## src/rtl/grasspopper_round_ctrl.sv

```systemverilog
// Grasspopper round sequencer: 10-key bank, 128-bit state, one shared LSX unit for nine rounds plus the final key XOR.
// Latency: out_valid rises 10 cycles after the accept; the FSM returns to IDLE on the out_valid/out_ready handshake.
// Backpressure: in_ready is high only in IDLE; out_data and out_valid hold until out_ready.
module grasspopper_round_ctrl #(
    parameter int BLOCK_W = 128,
    parameter int NKEYS   = 10
) (
    input  logic               clk,
    input  logic               rst,
    input  logic               in_valid,
    output logic               in_ready,
    input  logic [BLOCK_W-1:0] in_data,
    input  logic               key_we,
    input  logic [3:0]         key_idx,
    input  logic [BLOCK_W-1:0] key_data,
    output logic               key_err,
    output logic [BLOCK_W-1:0] lsx_data_o,
    output logic [BLOCK_W-1:0] lsx_key_o,
    input  logic [BLOCK_W-1:0] lsx_data_i,
    output logic               out_valid,
    input  logic               out_ready,
    output logic [BLOCK_W-1:0] out_data,
    output logic               busy
);

    typedef enum logic [1:0] {IDLE, RUN, FINAL, DONE} fsm_t;

    fsm_t               fsm_q, fsm_d;
    logic [3:0]         rnd_q;
    logic [BLOCK_W-1:0] blk_q;
    logic [BLOCK_W-1:0] out_data_q;
    logic [BLOCK_W-1:0] keys_q [NKEYS];
    logic               out_valid_q;
    logic               key_err_q;
    logic               key_ok;

    // Keys are only writable while no block is in flight.
    assign key_ok = key_we && (fsm_q == IDLE) && (key_idx < 4'(NKEYS));

    always_ff @(posedge clk or negedge rst) begin
        if (!rst) begin
            fsm_q <= IDLE;
        end else begin
            fsm_q <= fsm_d;
        end
    end

    always_comb begin
        fsm_d     = fsm_q;
        in_ready  = 1'b0;
        busy      = 1'b1;
        lsx_key_o = '0;
        case (fsm_q)
            IDLE: begin
                in_ready = 1'b1;
                busy     = 1'b0;
                if (in_valid) begin
                    fsm_d = RUN;
                end
            end
            RUN: begin
                lsx_key_o = keys_q[rnd_q];
                if (rnd_q == 4'(NKEYS - 2)) begin
                    fsm_d = FINAL;
                end
            end
            FINAL: begin
                fsm_d = DONE;
            end
            DONE: begin
                if (out_ready) begin
                    fsm_d = IDLE;
                end
            end
            default: begin
                fsm_d = IDLE;
            end
        endcase
    end

    always_ff @(posedge clk or negedge rst) begin
        if (!rst) begin
            rnd_q       <= '0;
            blk_q       <= '0;
            out_data_q  <= '0;
            out_valid_q <= 1'b0;
            key_err_q   <= 1'b0;
            for (int i = 0; i < NKEYS; i++) begin
                keys_q[i] <= '0;
            end
        end else begin
            key_err_q <= key_we && !key_ok;
            if (key_ok) begin
                keys_q[key_idx] <= key_data;
            end
            case (fsm_q)
                IDLE: begin
                    if (in_valid) begin
                        blk_q <= in_data;
                        rnd_q <= '0;
                    end
                end
                RUN: begin
                    blk_q <= lsx_data_i;
                    rnd_q <= rnd_q + 4'd1;
                end
                FINAL: begin
                    out_data_q  <= blk_q ^ keys_q[NKEYS-1];
                    out_valid_q <= 1'b1;
                end
                DONE: begin
                    if (out_ready) begin
                        out_valid_q <= 1'b0;
                    end
                end
                default: begin
                end
            endcase
        end
    end

    assign lsx_data_o = blk_q;
    assign out_data   = out_data_q;
    assign out_valid  = out_valid_q;
    assign key_err    = key_err_q;

endmodule

```

## config.mk

```make
export PLATFORM = sky130hd
export DESIGN_NAME = grasspopper_round_ctrl
export DESIGN_NICKNAME = d
export VERILOG_FILES = /design/src/rtl/grasspopper_round_ctrl.sv
export SDC_FILE = /design/constraint.sdc
export NUM_CORES = 2
export LEC_CHECK = 0
export BUFFER_PORTS_ARGS = -buffer_cell sky130_fd_sc_hd__buf_2
export CAP_MARGIN = 20
export CORE_UTILIZATION = 45
export DETAILED_ROUTE_END_ITERATION = 10
export PLACE_DENSITY = 0.68
export SLEW_MARGIN = 20
export SYNTH_ARGS = -nofsm -noshare
export SYNTH_HDL_FRONTEND = slang
export SYNTH_SLANG_ARGS = --single-unit
```

## constraint.sdc

```tcl
create_clock -name clk -period 5.7 [get_ports clk]
set_input_delay 1.14 -clock clk [delete_from_list [all_inputs] [get_ports clk]]
set_output_delay 1.14 -clock clk [all_outputs]
set_load 0.02 [all_outputs]
```

==> metrics.yaml <==
fmax_mhz: 197
numPortBuffers: 780
grt_pass1_vias: 46100
clk_pin_slew_ns: 0.06
r2r_start: "fsm_q[0]$_DFFE_PN0P_"
cts.sinks: 1544
power_uw: 43600
r2r_end: "keys_q[401]$_DFFE_PN0P_"
syn_inst: 5172
cts_buffer_depth: 3
num-nets-final: 6121
max-slew-margin-rel_pct: 28.2
p_leak_uw: 0.0380
synth_compound_area_share_pct: 5.77
synth-simple-area-share_pct: 2.30
synthXorXnorAreaFrac_pct: 1.59
drtAntennaViolNets: 0
gr-total-overflow: 0
gp_congestion: 0.766
drv_slew: 0
critPathKind: "flop to output port"
synth_top_family_by_area: "multiplexers"
crit_arrival_ns: 3.94
vias_per_cell: 5.60
synth_seq_area_share_pct: 54.8
cts_setup_buffers: 0
power.share.clock_pct: 24.2
p_int_uw: 28500
hold_class: "input port to async pin"
ys_seq_elements: 1544
drtIter0Drc: 2397
synth.mux.area_fraction_pct: 32.1
period_needed_ns: 5.08
synth_area_leaders: "dfrtp_1, mux2_2, mux2i_1"
power_frac_seq_pct: 40.7
h-tree-depth: 4
drive_gt1_share_pct: 45.8
die-area_um2: 158000
firstDrtPassIters: 5
worstSetupEndpointType: "output port"
std_cell_rows: 144
ctsResizeCount: 0
min_period_over_period_pct: 89.0
avgSynthCellArea_um2: 13.6
die_y_um: 398
cts_tree: "yes"
hpwl_mm: 108
path_max_fanout: 43
ir_worst_vdd_v: 0.000441
setup_viol: 0
top_level_ports: 781
p_sw_share_pct: 34.6
worst_pin_slew_ns: 1.08
ys_warn_count: 0
pwr-share-comb_pct: 35.1
clock_skew_ns: 0.0290
antenna_found_initial: 16
cts_made_buffers: 166
power-per-cell-area_nw_per_um2: 536
root_buffer: "clkbuf_16"
outcome: "complete, no violations"
wl_mm: 180
track_usage_pct: 22.7
power_switching_uw: 15100
finalHoldViolCount: 0
insertion_delay_ns: 0.80
reg2regPathDepth: 7
synthDistinctLibCells: 33
final_cell_count_no_fill: 7896
synth-adder-area-share_pct: 0.124
grt_max_degree: 153
final.setup.tns_ns: 0
worstPathRequired_ns: 4.56
ff2ff_setup_slack_ns: 2.24
grt_pass1_wl_mm: 280
wl_per_cell_um: 22.8
coreArea_um2: 155000
cap_violations: 0
syn_nets: 5572
yosysTopAreaCellShare_pct: 54.8
hold_ws_ns: 0.412
syn2layout_area_growth_pct: 15.4
placedCellCount: 7597
yosysTopAreaCell: "dfrtp_1"
synthesis.area_um2: 70600
postCtsHoldBufs: 0
route.vias.total: 44200
start_util_pct: 45.6
rsz0062_at_grt: "false"
chipWidth_um: 398
setup.worst_path.start_class: "flop"
post-route-drc-count: 0
==> power groups by stage <==
| stage | clock [uW] | sequential [uW] | combinational (uW) |
|---|---|---|---|
| floorplan | 0 | 18100 | 10200 |
| global placement | 0 | 17700 | 15000 |
| detailed placement | 0 | 17900 | 15400 |
| CTS | 10800 | 17800 | 15500 |
| global route | 11200 | 18300 | 16600 |
| finish | 10600 | 17800 | 15300 |
==> area by class of cell <==
cell class	instances	area [um2]
Antenna cell	4	10.0
Clock buffer	252	4790
Clock inverter	43	527
Fill cell	13100	73400
Inverter	7	26.3
Multi-Input combinational cell	3122	29600
Sequential cell	1544	38700
Tap cell	2044	2560
Timing Repair Buffer	880	5230
==> flip-flops by register name, indices dropped and copies added (netlist names) <==
signal,count
fsm_q,2
rnd_q,4
keys_q,1280
lsx_data_o,128
key_err,1
out_valid,1
out_data,128
==> worst max path at each step <==
stage                                    start              to
after CTS                 rnd_q[0]$_DFFE_PN0P_   lsx_key_o[53]
final                     rnd_q[0]$_DFFE_PN0P_   lsx_key_o[53]
after detailed placement  rnd_q[0]$_DFFE_PN0P_   lsx_key_o[53]
after global placement    rnd_q[0]$_DFFE_PN0P_   lsx_key_o[53]
after floorplan           rnd_q[0]$_DFFE_PN0P_  lsx_key_o[100]
after global routing      rnd_q[0]$_DFFE_PN0P_   lsx_key_o[53]
==> stage by stage <==
| stage | utilization (%) | setup WS (ns) | cell area [um2] |
|---|---|---|---|
| final | 52.6 | 0.624 | 81400 |
| after global routing | 52.6 | 0.515 | 81400 |
| after CTS | 52.6 | 0.642 | 81400 |
| after detailed placement | 49.2 | 1.59 | 76100 |
| after global placement | 49.2 | 1.57 | 76100 |
| after floorplan | - | 2.60 | 70600 |
==> cells in the final DEF, fill, tap and decap left out, types with 6 or more instances in the layout <==
master     Yosys  layout
clkinv_2       0      22
clkbuf_1     149      56
a221oi_1     128     128
mux2_2      1409    1409
clkbuf_8       0      29
mux2i_1      386     386
buf_4         41      55
a21oi_1      129     129
bufinv_16      0       6
mux4_2       128     128
o21ai_0      259     259
clkbuf_16      0     167
xnor2_1      128     128
a21boi_0     129     129
nor2_1       133     131
nand2_1      263     262
buf_12         0      46
inv_1          6       6
dfrtp_1     1544    1540
buf_2        149     779
==> worst max-delay path, cell delays in order (launching register included) <==
cell and delay (ns):
dfrtp_4 1.08, buf_12 0.31, mux2i_1 0.11, a221oi_1 0.35, o21ai_0 0.15, a21boi_0 0.74
buf_2 0.31
==> cells in the mapped netlist, drive strengths merged <==
| cell | instances |
|---|---|
| nand3b | 3 |
| nand3 | 4 |
| ha | 7 |
| a32o | 1 |
| nand2 | 263 |
| o21ai | 260 |
| nor4b | 1 |
| nand4b | 1 |
| buf | 350 |
| nor3b | 3 |
| a21boi | 129 |
| a221oi | 128 |
| dfrtp | 1544 |
| xnor2 | 128 |
| clkbuf | 149 |
| o22ai | 1 |
| mux2i | 386 |
| or3 | 2 |
| nor2b | 1 |
| nor2 | 133 |
| a21oi | 129 |
| and2 | 1 |
| and3 | 1 |
| mux4 | 128 |
| nand2b | 1 |
| inv | 7 |
| a22o | 2 |
| mux2 | 1409 |
==> logic make-up (layout without fill, tap and decap cells) <==
logic type,after synthesis,after routing
and+or+nand+nor,414,414
buffers and inverters,506,1182
DFF,1544,1544
muxes,1923,1923
other,0,4
adders and majority gates,7,7
xor gates and xnor gates,128,128
AOI/OAI and AO/OA,650,650
==> routing by layer <==
layer,GRT usage [%],routed length (um),vias up
met5,0,94,-
met4,5.10,3340,16
met3,3.85,7770,257
met2,37.9,88500,937
met1,30.9,80400,23300
li1,-,-,19700
No activity file was read; power rests on OpenSTA's default activity.
